`src/rtl/blowfish128_arbiter.sv`:
```
// blowfish128_arbiter: round-robin sharing of one blowfish128 engine between two block requesters
module blowfish128_arbiter #(
    parameter int TIMEOUT_CYCLES = 4096,
    parameter int GAP_CYCLES     = 2
) (
    input  logic         Clk,
    input  logic         Rst,
    input  logic         req0_valid,
    input  logic         req0_encrypt,
    input  logic [127:0] req0_data,
    output logic         req0_ready,
    output logic         rsp0_valid,
    input  logic         rsp0_ready,
    output logic [127:0] rsp0_data,
    output logic         rsp0_err,
    input  logic         req1_valid,
    input  logic         req1_encrypt,
    input  logic [127:0] req1_data,
    output logic         req1_ready,
    output logic         rsp1_valid,
    input  logic         rsp1_ready,
    output logic [127:0] rsp1_data,
    output logic         rsp1_err,
    output logic         eng_enable,
    output logic         eng_encrypt,
    output logic [127:0] eng_plainText,
    input  logic [127:0] eng_cipherText,
    input  logic         eng_cipherReady,
    output logic         busy,
    output logic         grant_id
);
    typedef enum logic [1:0] {IDLE, RUN, RESP, GAP} state_t;

    state_t       state_q, state_d;
    logic [15:0]  cnt_q, cnt_d;
    logic [7:0]   gap_q, gap_d;
    logic [127:0] pt_q, pt_d, data_q, data_d;
    logic         enc_q, enc_d, err_q, err_d, grant_q, grant_d, last_q, last_d;
    logic         pick, take, rsp_ready;

    // Next-state logic: a lone requester wins, a tie goes to the one not served last
    always_comb begin
        pick      = (req0_valid && req1_valid) ? ~last_q : req1_valid;
        take      = (state_q == IDLE) && (req0_valid || req1_valid);
        rsp_ready = grant_q ? rsp1_ready : rsp0_ready;
        state_d   = state_q;
        cnt_d     = cnt_q;
        gap_d     = gap_q;
        pt_d      = pt_q;
        enc_d     = enc_q;
        data_d    = data_q;
        err_d     = err_q;
        grant_d   = grant_q;
        last_d    = last_q;
        unique case (state_q)
            IDLE: if (take) begin
                state_d = RUN;
                grant_d = pick;
                last_d  = pick;
                pt_d    = pick ? req1_data : req0_data;
                enc_d   = pick ? req1_encrypt : req0_encrypt;
                cnt_d   = '0;
            end
            RUN: begin
                cnt_d = (cnt_q == 16'hFFFF) ? cnt_q : cnt_q + 16'd1;
                if (eng_cipherReady) begin
                    state_d = RESP;
                    data_d  = eng_cipherText;
                    err_d   = 1'b0;
                end else if (cnt_q == 16'(TIMEOUT_CYCLES - 1)) begin
                    state_d = RESP;
                    data_d  = '0;
                    err_d   = 1'b1;
                end
            end
            RESP: if (rsp_ready) begin
                state_d = GAP;
                gap_d   = '0;
            end
            GAP: begin
                gap_d   = gap_q + 8'd1;
                state_d = (gap_q == 8'(GAP_CYCLES - 1)) ? IDLE : GAP;
            end
            default: state_d = IDLE;
        endcase
    end

    // State and job registers; reset favours requester 0 on the first tie
    always_ff @(posedge Clk or posedge Rst) begin
        if (Rst) begin
            state_q <= IDLE;
            cnt_q   <= '0;
            gap_q   <= '0;
            pt_q    <= '0;
            enc_q   <= 1'b0;
            data_q  <= '0;
            err_q   <= 1'b0;
            grant_q <= 1'b0;
            last_q  <= 1'b1;
        end else begin
            state_q <= state_d;
            cnt_q   <= cnt_d;
            gap_q   <= gap_d;
            pt_q    <= pt_d;
            enc_q   <= enc_d;
            data_q  <= data_d;
            err_q   <= err_d;
            grant_q <= grant_d;
            last_q  <= last_d;
        end
    end

    assign req0_ready    = ~Rst & take & ~pick;
    assign req1_ready    = ~Rst & take & pick;
    assign rsp0_valid    = (state_q == RESP) & ~grant_q;
    assign rsp1_valid    = (state_q == RESP) & grant_q;
    assign rsp0_data     = data_q;
    assign rsp1_data     = data_q;
    assign rsp0_err      = err_q;
    assign rsp1_err      = err_q;
    assign eng_enable    = (state_q == RUN);
    assign eng_encrypt   = enc_q;
    assign eng_plainText = pt_q;
    assign busy          = (state_q != IDLE);
    assign grant_id      = grant_q;
endmodule
```
`config.mk`:
```
export PLATFORM = sky130hd
export DESIGN_NAME = blowfish128_arbiter
export DESIGN_NICKNAME = d
export VERILOG_FILES = /design/src/rtl/blowfish128_arbiter.sv
export SDC_FILE = /design/constraint.sdc
export NUM_CORES = 1
export LEC_CHECK = 0
export ABC_AREA = 1
export CAP_MARGIN = 5
export CORE_AREA = 2 2 309 311
export DETAILED_ROUTE_END_ITERATION = 6
export DIE_AREA = 0 0 311 313
export PLACE_DENSITY_LB_ADDON = 0.2
export SLEW_MARGIN = 20
export SYNTH_ARGS = -nofsm -noshare
export SYNTH_HDL_FRONTEND = slang
export SYNTH_SLANG_ARGS = --single-unit
```
`constraint.sdc`:
```
create_clock -name Clk -period 26 [get_ports Clk]
set_clock_uncertainty 0.05 [all_clocks]
set_input_delay 5.2 -clock Clk [delete_from_list [all_inputs] [get_ports Clk]]
set_output_delay 5.2 -clock Clk [all_outputs]
set_load 0.01 [all_outputs]
```
* Word-level counts from Yosys, hierarchy flattened
Cells that the tools add are included.
Widths: inputs -> output; s select.
** Storage, ports and cells
- Input port bits :: 393
- ROM bits :: 0
- Logic and storage cells :: 62
- Memories :: 0
- Register bits after elaboration :: 286
- Bits in latches :: 0
- Bits in writable memories :: 0
- Output and inout bits :: 394
** Operators by class
- Bitwise operators :: 9
- Shift operators :: 0
- $mul :: 0
- $add $sub $neg :: 2
- Div/mod/pow operators :: 0
- Order comparisons :: 0
- Muxes and demuxes :: 19
- Reduce and logical (&&, ||, !) cells :: 13
- Eq/ne operators :: 10
** Operators by type and width (count)
- $mux 128 :: 3
- $mux 16 :: 2
- $pmux 16 s2 :: 1
- $add 16x1->16 const B :: 1
- $eq 16x12->1 const B :: 1
- $eq 16x16->1 const B :: 1
- $pmux 8 s2 :: 1
- $mux 2 :: 5
- $add 8x1->8 const B :: 1
- $eq 8x1->1 const B :: 1
- $mux 8 :: 1
- $pmux 2 s4 :: 1
- $reduce_bool 2->1 :: 4
- $ne 2x2->1 const B :: 3
- $reduce_and 2->1 :: 3
- $reduce_and 3->1 :: 2
- $and 1x1->1 :: 5
- $mux 1 :: 5
- $eq 2x2->1 const B :: 2
- $not 1->1 :: 4
- $ne 3x1->1 const B :: 1
- $eq 2x1->1 const B :: 1
- $logic_and 1x1->1 :: 2
- $logic_not 2->1 :: 1
- $logic_or 1x1->1 :: 1

* Longest topological paths before layout
Gate-level depths: netlist of the first run.
- Word-level depth :: 4
- Gate-level depth with buffers :: 11
- Gate-level depth less buffers :: 9

* Worst setup path before layout of the first run
No wires, ideal clock.
- Path type :: in2out
- From :: input req0_valid
- To :: output req1_ready
- Slack :: 14.826 ns
- Data required time :: 20.750 ns
- Stages on the path :: 6
- Arrival time :: 5.924 ns
- Path buffers :: 1
- Cells stage by stage :: nand2_1 nand2_1 inv_1 clkbuf_1 nand2_1 nor2_1
** Between the ends
- Word-level cells in the longest chain between the ends :: 4
- Elaborated cells between the ends (all ways) :: 6
- Those cells by class :: mux (1); bitwise (2); reduce/logical (3)
** Ends and longest elaborated chain
- from (decl) :: RTL line 8 : input logic req0_valid,
- $logic_or 1x1->1 :: RTL line 44 : take = (state_q == IDLE) && (req0_valid || req1_valid);
- $logic_and 1x1->1 :: RTL line 44
- $and 1x1->1 :: RTL line 114 : assign req1_ready = ~Rst & take & pick;
- $and 1x1->1 * :: RTL line 114
- to (decl) :: RTL line 19 : output logic req1_ready,
Every way passes the cells marked *; elsewhere a longest branch is shown, timed or not.

* Final worst setup path of the first run
- From :: input req0_valid
- To :: output req0_ready
** Between the ends
- Word-level cells in the longest chain between the ends :: 4
- Elaborated cells between the ends (all ways) :: 7
- Those cells by class :: mux (1); bitwise (3); reduce/logical (3)
** Ends and longest elaborated chain
- $logic_or 1x1->1 or $logic_and 1x1->1 (tied branches) :: RTL line 44, 43
- $logic_and 1x1->1 or $mux 1 (tied branches) :: RTL line 44, 43
- $and 1x1->1 or $not 1->1 (tied branches) :: RTL line 113 : assign req0_ready = ~Rst & take & ~pick;
- $and 1x1->1 * :: RTL line 113
- to (decl) :: RTL line 11 : output logic req0_ready,
Marked as above.

==> results.py, run 1 <==
metrics = {
    "power_and_ir_drop": {
        "p_sw_share_pct": 38.7,
        "power_frac_seq_pct": 30.7,
        "switchingPower_mw": 1.04,
        "powerDensity_nw_per_um2": 117,
        "p_clk_share_pct": 20.6,
        "intPower_mw": 1.64,
        "p_leak_nw": 9.75,
        "vdd_drop_max_v": 0.0000404,
        "combPwrFrac_pct": 48.6,
    },
    "yosys": {
        "ys_types": 30,
        "synth_top_cell_by_area": "dfrtp_1",
        "synth_edf_count": 0,
        "yosysSeqAreaShare_pct": 53.0,
        "synth_warnings": 0,
        "syn_nets": 2031,
        "yosys_register_bits": 286,
        "synth-async-reset-ratio_pct": 100,
        "ys.flop_type": "dfrtp_1",
        "synth_top_area_share_pct": 52.8,
        "yosys-top-cells-area": "dfrtp_1 (53%), nand2_1 (13%), o21ai_0 (7.8%)",
        "syn_avg_cell_area_um2": 8.26,
        "mappedNetlistArea_um2": 13500,
        "synth_cells": 1635,
    },
    "drt": {
        "vias_per_cell": 3.84,
        "vias": 13600,
        "firstDrtPassIters": 6,
        "finalWirelength_um": 68500,
        "drtIter0Drc": 739,
        "route.detailed.drc": 0,
        "routedWlPerCell_um": 19.3,
        "ant_nets": 0,
    },
    "sta": {
        "setup_viol": 0,
        "rsz0062_at_grt": "false",
        "fin_crit_sh_pct": 50.5,
        "setup_tns_ns": 0,
        "setup_slack_ns": 12.86,
        "hold_viol": 0,
        "fmax_ghz": 0.0761,
        "tightestPinTransition_ns": 1.05,
        "period_needed_ns": 13.14,
        "slew_headroom_pct": 30.0,
        "final-max-slew-violation-count": 0,
    },
    "layout": {
        "multi_input_comb_area_um2": 4730,
        "drive_gt1_share_pct": 4.09,
        "finalNetCount": 2642,
        "syn2layout_area_growth_pct": 69.9,
        "instances_no_fill": 3544,
        "seqCellArea_um2": 7160,
        "fillers": 10300,
        "fin_area_um2": 22900,
    },
    "worst_hold_path": {
        "min-delay-start": "last_q",
        "holdCritPathClass": "register to register",
        "whs_path_depth": 2,
        "worst_hold_path.endpoint": "last_q",
    },
    "critical_path": {
        "regToRegSetupSlack_ns": 22.84,
        "arrival_ns": 7.89,
        "r2r-start": "last_q",
        "path_max_fanout": 81,
        "crit_required_ns": 20.75,
        "crit_slowest_cell": "nand2_4",
        "crit_chain": "clkdlybuf4s50_1 > nand2_1 > nand2_4 > clkinv_2 > nor3_1 > clkdlybuf4s50_1",
        "crit_top_cell": "clkdlybuf4s50_1",
        "cp-start-kind": "input port",
        "reg2reg_depth": 6,
        "reg2reg_to": "eng_plainText[65]",
        "worst_setup_path_end_kind": "output port",
        "cpPeakStageDelay_ns": 0.70,
        "critical_path_class": "input port to output port",
    },
    "floorplanning": {
        "ioPinCount": 787,
        "rows": 113,
        "die_x_um": 311,
        "dieArea_um2": 97300,
        "dieHeight_um": 313,
        "initial_core_util_pct": 14.3,
        "core_um2": 94200,
    },
    "global_routing": {
        "antenna_found_initial": 19,
        "grt_pass1_vias": 13900,
        "grt_use_total_pct": 13.5,
        "grt_overflow": 0,
        "grt_pass1_wl_um": 98700,
        "grt_max_degree": 108,
    },
    "clock_tree": {
        "htree_levels": 2,
        "clk_path_buf_depth": 3,
        "cts.clk_slew.worst_paths_ns": 0.05,
        "cts_setup_buffers": 0,
        "cts_tree": "yes",
        "numClockSinks": 286,
        "holdBufCountCts": 0,
        "cts_inserted_buffers": 39,
        "clkLatencyLatePin_ns": 0.55,
        "ctsResizeCount": 0,
        "clockRootBuffer": "clkbuf_16",
    },
    "placed_design": {
        "pre_cts_ws_ns": 12.81,
        "dp_hpwl_um": 51100,
        "dp.cells": 3470,
        "place.gp.congestion": 0.805,
        "port_buffers": 786,
        "place_area_um2": 21600,
    },
    "outcome": {
        "status": "completed",
    },
    "job": {
        "maxCapViolCount": 0,
    },
}
per-stage QoR:
step	utilization (%)	total power, mW	hold slack [ns]
after floorplan	-	1.40	0.394
after global placement	22.9	2.16	0.417
after detailed placement	22.9	2.16	0.421
after CTS	24.3	2.74	0.429
after global routing	24.3	2.86	0.449
final	24.3	2.67	0.424
power groups by stage:
| stage | Combinational (mW) | Sequential (mW) | Clock (mW) |
|---|---|---|---|
| after floorplan | 0.533 | 0.870 | 0 |
| after global placement | 1.34 | 0.821 | 0 |
| final | 1.30 | 0.822 | 0.552 |
| after detailed placement | 1.33 | 0.828 | 0 |
| after CTS | 1.34 | 0.827 | 0.581 |
| after global routing | 1.42 | 0.851 | 0.594 |
metal layers:
metal / GRT usage (%) / wire length (µm) / vias up
li1: - / - / 6387
met1: 15.4 / 26600 / 6517
met2: 22.3 / 32500 / 586
met3: 5.66 / 6750 / 116
met4: 5.19 / 2510 / 10
met5: 0 / 57 / -
sequential cells by signal, summed over array words and instances (netlist names):
signal	count
eng_plainText	128
state_q	2
eng_encrypt	1
last_q	1
rsp0_err	1
cnt_q	16
grant_id	1
rsp0_data	128
gap_q	8
Yosys cell counts, types with 4 or more instances:
master    instances
o21ai_0         210
nand2_1         462
a21oi_1           4
dfrtp_1         285
clkbuf_1         60
nor2_1          156
buf_6            13
buf_2            27
nand4_1           4
o21ai_1          73
buf_4           129
nand3_1         148
inv_1            37
how the worst max path moves through the flow:
| stage | startpoint | end | cells past startpoint |
|---|---|---|---|
| 5_1_grt | req0_valid | req0_ready | 6 |
| 3_3_place_gp | req0_valid | req0_ready | 6 |
| 3_5_place_dp | req0_valid | req0_ready | 6 |
| 4_1_cts | req0_valid | req0_ready | 6 |
| 6_report | req0_valid | req0_ready | 6 |
| 2_1_floorplan | Rst | cnt_q[0] | 1 |
final cells by class:
| cell class | instances | share of cell area (%) |
|---|---|---|
| Timing Repair Buffer | 800 | 34.8 |
| Sequential cell | 286 | 31.2 |
| Multi-Input combinational cell | 1080 | 20.6 |
| Inverter | 39 | 0.688 |
| Tap cell | 1265 | 6.90 |
| Clock buffer | 64 | 5.59 |
| Antenna cell | 4 | 0.0437 |
| Clock inverter | 6 | 0.153 |
cells by family after synthesis:
logic type      share of synthesized area, %
buf+inv                                 12.0
fa+ha+maj                              0.278
simple gates                            23.6
xor+xnor                               0.195
compound gates                          10.9
flops                                   53.0
worst max-delay path, delay by kind of cell:
| kind | cells | cell delay, ns |
|---|---|---|
| buffers and inverters | 3 | 1.59 |
| and+or+nand+nor | 3 | 1.08 |
layout by cell type, fill, tap and decap left out, types with 3 or more instances in the layout:
| cell type | synthesis | final |
|---|---|---|
| a21oi_1 | 4 | 4 |
| buf_4 | 129 | 14 |
| clkbuf_1 | 60 | 6 |
| clkbuf_16 | 0 | 41 |
| clkbuf_8 | 0 | 17 |
| clkdlybuf4s50_1 | 0 | 785 |
| clkinv_2 | 0 | 5 |
| dfrtp_1 | 285 | 285 |
| diode_2 | 0 | 4 |
| ha_1 | 3 | 3 |
| inv_1 | 37 | 35 |
| nand2_1 | 462 | 461 |
| nand3_1 | 148 | 148 |
| nand4_1 | 4 | 4 |
| nor2_1 | 156 | 156 |
| nor2_4 | 3 | 3 |
| nor3_1 | 3 | 3 |
| o21ai_0 | 210 | 210 |
| o21ai_1 | 73 | 73 |
| o22ai_1 | 3 | 3 |
Note: power is estimated with default switching activity, not from simulation.
==> inputs of run 2 (changes only) <==
clock period = 10.7 ns   (was 26 ns; I/O delays follow)
==> results.py, run 2 (synthesis gave the netlist of run 1 again) <==
metrics = {
    "worst_hold_path": {
        "holdCritPathClass": "register to register",
    },
    "clock_tree": {
        "cts.clk_slew.worst_paths_ns": 0.06,
        "htree_levels": 2,
        "numClockSinks": 286,
        "ctsResizeCount": 0,
        "clk_path_buf_depth": 3,
        "holdBufCountCts": 0,
        "clockRootBuffer": "clkbuf_16",
        "clkLatencyLatePin_ns": 0.56,
        "cts_setup_buffers": 0,
        "cts_inserted_buffers": 40,
        "cts_tree": "yes",
    },
    "power_and_ir_drop": {
        "p_clk_share_pct": 20.6,
        "power_frac_seq_pct": 30.6,
        "p_leak_nw": 9.73,
        "switchingPower_mw": 2.54,
        "p_sw_share_pct": 39.1,
        "vdd_drop_max_v": 0.000102,
        "powerDensity_nw_per_um2": 284,
        "intPower_mw": 3.97,
        "combPwrFrac_pct": 48.8,
    },
    "sta": {
        "setup_tns_ns": 0,
        "slew_headroom_pct": 25.7,
        "setup_viol": 0,
        "period_needed_ns": 6.48,
        "fin_crit_sh_pct": 60.6,
        "tightestPinTransition_ns": 1.11,
        "final-max-slew-violation-count": 0,
        "rsz0062_at_grt": "false",
        "setup_slack_ns": 4.22,
        "hold_viol": 0,
        "fmax_ghz": 0.154,
    },
    "floorplanning": {
        "core_um2": 94200,
        "die_x_um": 311,
        "rows": 113,
        "initial_core_util_pct": 14.3,
        "ioPinCount": 787,
        "dieHeight_um": 313,
        "dieArea_um2": 97300,
    },
    "critical_path": {
        "cp-start-kind": "input port",
        "cpPeakStageDelay_ns": 0.58,
        "crit_top_cell": "clkdlybuf4s50_1",
        "path_max_fanout": 46,
        "crit_slowest_cell": "clkdlybuf4s50_1",
        "critical_path_class": "input port to output port",
        "crit_required_ns": 8.51,
        "worst_setup_path_end_kind": "output port",
        "crit_chain": "clkdlybuf4s50_1 > nand2_1 > nand2_4 > clkinv_2 > nor3_1 > clkdlybuf4s50_1",
        "critPathTopFamily": "buffers and inverters",
        "arrival_ns": 4.29,
        "critical_path_buf_inv_count": 3,
    },
    "drt": {
        "drtIter0Drc": 735,
        "route.detailed.drc": 0,
        "vias": 13700,
        "routedWlPerCell_um": 19.4,
        "finalWirelength_um": 69000,
        "firstDrtPassIters": 6,
        "ant_nets": 0,
        "vias_per_cell": 3.87,
    },
    "layout": {
        "finalNetCount": 2643,
        "fin_area_um2": 22900,
        "drive_gt1_share_pct": 3.95,
        "layout_commonest_cell": "clkdlybuf4s50_1",
        "syn2layout_area_growth_pct": 69.8,
        "layout_common_cells": "clkdlybuf4s50_1 (785), nand2_1 (461), dfrtp_1 (285)",
        "fillers": 10300,
        "instances_no_fill": 3550,
    },
    "global_routing": {
        "grt_overflow": 0,
        "grt_use_total_pct": 13.6,
        "grt_pass1_vias": 14100,
        "grt_max_degree": 106,
        "grt_pass1_wl_um": 99500,
        "antenna_found_initial": 22,
    },
    "job": {
        "maxCapViolCount": 0,
    },
    "placed_design": {
        "place_area_um2": 21600,
        "port_buffers": 786,
        "place.gp.congestion": 0.801,
        "dp.cells": 3470,
        "pre_cts_ws_ns": 4.13,
        "dp_hpwl_um": 51100,
    },
    "outcome": {
        "status": "completed",
    },
}
run 2: cell types whose count changed in the layout (fill, tap and decap cells not counted), sizes merged:
cell      previous run  this run
diode                4         8
clkbuf              64        62
clkinv               5         7
inv                 38        40
bufinv               0         1
clkinvlp             2         1
run 2: final cells by class:
cell class	instances	area, µm²	share of cell area, %
Antenna cell	8	20.0	0.0874
Clock buffer	62	1200	5.26
Clock inverter	10	92.6	0.404
Inverter	39	158	0.688
Multi-Input combinational cell	1080	4730	20.6
Sequential cell	286	7160	31.2
Tap cell	1265	1580	6.91
Timing Repair Buffer	800	7970	34.8
run 2: layer usage:
| layer | track usage, % | part of all wire, % | vias up |
|---|---|---|---|
| li1 | - | - | 6402 |
| met1 | 15.7 | 39 | 6631 |
| met2 | 23.0 | 49 | 608 |
| met3 | 5.30 | 9.2 | 93 |
| met4 | 4.70 | 2.9 | 8 |
| met5 | 0 | 0.067 | - |
run 2: metrics by stage:
stage	total power, mW	util (%)	hold slack (ns)
floorplan	3.41	-	0.394
global placement	5.23	22.9	0.409
detailed placement	5.25	22.9	0.406
CTS	6.67	24.3	0.415
global route	6.96	24.3	0.443
finish	6.51	24.3	0.412
run 2: worst reg2reg max path: stages, from the launching register on:
cell and delay [ns]:
dfrtp_1 0.44, inv_1 0.10, nor2_4 0.08, buf_4 0.60
nand2_4 0.67, buf_4 0.72, nand2_1 0.20, nand2_1 0.06
run 2: final timing paths:
| kind | slack, ns | from | endpoint | cells past startpoint |
|---|---|---|---|---|
| min | 0.41 | last_q | last_q | 2 |
| max reg2reg | 7.67 | state_q[0] | rsp0_data[13] | 7 |
| max | 4.22 | req0_valid | req0_ready | 6 |
| min in group asynchronous | 2.17 | Rst | eng_plainText[3] | 2 |
| max in group asynchronous | 6.85 | Rst | eng_plainText[61] | 3 |
| min reg2reg | 0.41 | last_q | last_q | 2 |
run 2: power groups by stage:
stage,logic (mW),clock network (mW),registers (mW)
after floorplan,1.30,0,2.11
after global placement,3.24,0,2.00
after detailed placement,3.24,0,2.01
after CTS,3.25,1.41,2.01
after global routing,3.44,1.46,2.07
final,3.17,1.34,1.99
==> inputs of run 3 (changes only) <==
CORE_AREA = 2 2 302 304   (was 2 2 309 311)
DIE_AREA = 0 0 304 306   (was 0 0 311 313)
clock period = 6.3 ns   (was 10.7 ns; I/O delays follow)
==> results.py, run 3 (synthesis gave the netlist of run 1 again) <==
metrics = {
    "critical_path": {
        "crit_slowest_cell": "clkdlybuf4s50_1",
        "cpPeakStageDelay_ns": 0.56,
        "arrival_ns": 3.38,
        "crit_top_cell": "clkdlybuf4s50_1",
        "critical_path_buf_inv_count": 4,
        "cp-start-kind": "input port",
        "critPathTopFamily": "buffers and inverters",
        "crit_chain": "clkdlybuf4s50_1 > nor2_1 > nor2_4 > buf_4 > inv_4 > nor3_1 > clkdlybuf4s50_1",
        "path_max_fanout": 50,
        "critical_path_class": "input port to output port",
        "worst_setup_path_end_kind": "output port",
        "crit_required_ns": 4.99,
    },
    "global_routing": {
        "grt_max_degree": 120,
        "grt_pass1_vias": 13900,
        "grt_overflow": 0,
        "grt_pass1_wl_um": 94800,
        "grt_use_total_pct": 13.5,
        "antenna_found_initial": 6,
    },
    "sta": {
        "tightestPinTransition_ns": 1.09,
        "final-max-slew-violation-count": 0,
        "period_needed_ns": 4.69,
        "setup_slack_ns": 1.61,
        "fmax_ghz": 0.213,
        "setup_tns_ns": 0,
        "slew_headroom_pct": 27.6,
        "hold_viol": 0,
        "whs_ns": 0.417,
        "setup_viol": 0,
        "rsz0062_at_grt": "false",
        "fin_crit_sh_pct": 74.4,
    },
    "worst_hold_path": {
        "holdCritPathClass": "register to register",
    },
    "drt": {
        "ant_nets": 0,
        "finalWirelength_um": 64900,
        "routedWlPerCell_um": 18.8,
        "firstDrtPassIters": 5,
        "vias": 13500,
        "drtIter0Drc": 783,
        "route.detailed.drc": 0,
        "vias_per_cell": 3.90,
    },
    "power_and_ir_drop": {
        "p_leak_nw": 9.79,
        "vdd_drop_max_v": 0.000233,
        "powerDensity_nw_per_um2": 488,
        "p_total_mw": 11.2,
    },
    "job": {
        "maxCapViolCount": 0,
    },
    "layout": {
        "drive_gt1_share_pct": 3.91,
        "finalNetCount": 2643,
        "layout_commonest_cell": "clkdlybuf4s50_1",
        "fin_util_pct": 25.6,
        "syn2layout_area_growth_pct": 69.8,
        "layout_common_cells": "clkdlybuf4s50_1 (785), nand2_1 (461), dfrtp_1 (285)",
        "fillers": 9646,
    },
    "placed_design": {
        "place.gp.congestion": 0.821,
        "pre_cts_ws_ns": 1.60,
        "port_buffers": 786,
        "dp_hpwl_um": 47700,
    },
    "clock_tree": {
        "cts_tree": "yes",
        "clk_path_buf_depth": 3,
        "clockRootBuffer": "clkbuf_16",
        "ctsResizeCount": 0,
        "htree_levels": 2,
        "holdBufCountCts": 0,
        "numClockSinks": 286,
        "cts_inserted_buffers": 40,
        "clkLatencyLatePin_ns": 0.55,
        "cts.clk_slew.worst_paths_ns": 0.05,
        "cts_setup_buffers": 0,
    },
    "floorplanning": {
        "rows": 110,
        "core_um2": 89600,
        "dieHeight_um": 306,
        "initial_core_util_pct": 15.1,
        "ioPinCount": 787,
        "die_x_um": 304,
        "dieArea_um2": 93000,
    },
    "outcome": {
        "status": "completed",
    },
}
==> run 3: area by class of cell <==
type	count	area (µm²)	area share, %
repair buffers	800	8010	34.9
clock buffers	63	1210	5.28
clock inverters	10	190	0.830
well taps	1176	1470	6.42
inverters	39	154	0.671
multi-input cells	1080	4730	20.6
diodes	3	7.51	0.0327
flip-flops and latches	286	7160	31.2
==> run 3: stage by stage <==
step,cells,area (µm²)
finish,3457,22900
global route,3457,22900
CTS,3454,22900
detailed placement,3381,21500
global placement,3381,21500
floorplan,1635,13500
==> run 3: routing by layer <==
metal	GRT usage, %	wire, µm
met5	0.465	75
met4	4.37	1790
met3	4.75	5490
met2	22.5	31200
met1	16.0	26400
==> run 3: worst min-delay path, stage by stage (launching register included) <==
cell and delay, ns:
dfstp_2 0.36, nand2_1 0.05, nand2_1 0.05
==> run 3: final timing paths <==
| kind | depth (start not counted) | end | slack, ns | start |
|---|---|---|---|---|
| setup / recovery | 7 | req0_ready | 1.61 | req1_valid |
| hold / removal | 2 | last_q | 0.42 | last_q |
| setup reg to reg | 7 | rsp0_data[58] | 3.30 | state_q[0] |
| hold reg to reg | 2 | last_q | 0.42 | last_q |
| max in group asynchronous | 4 | rsp0_data[51] | 3.85 | Rst |
| min in group asynchronous | 2 | eng_plainText[124] | 1.05 | Rst |
==> run 3: report_power, final <==
group          leakage (nW)  total, mW  switching [mW]  internal (mW)
clock                 0.684       2.42           0.903           1.52
combinational          5.55       5.39            2.70           2.70
sequential             3.56       3.37           0.689           2.69
total                  9.79       11.2            4.29           6.91
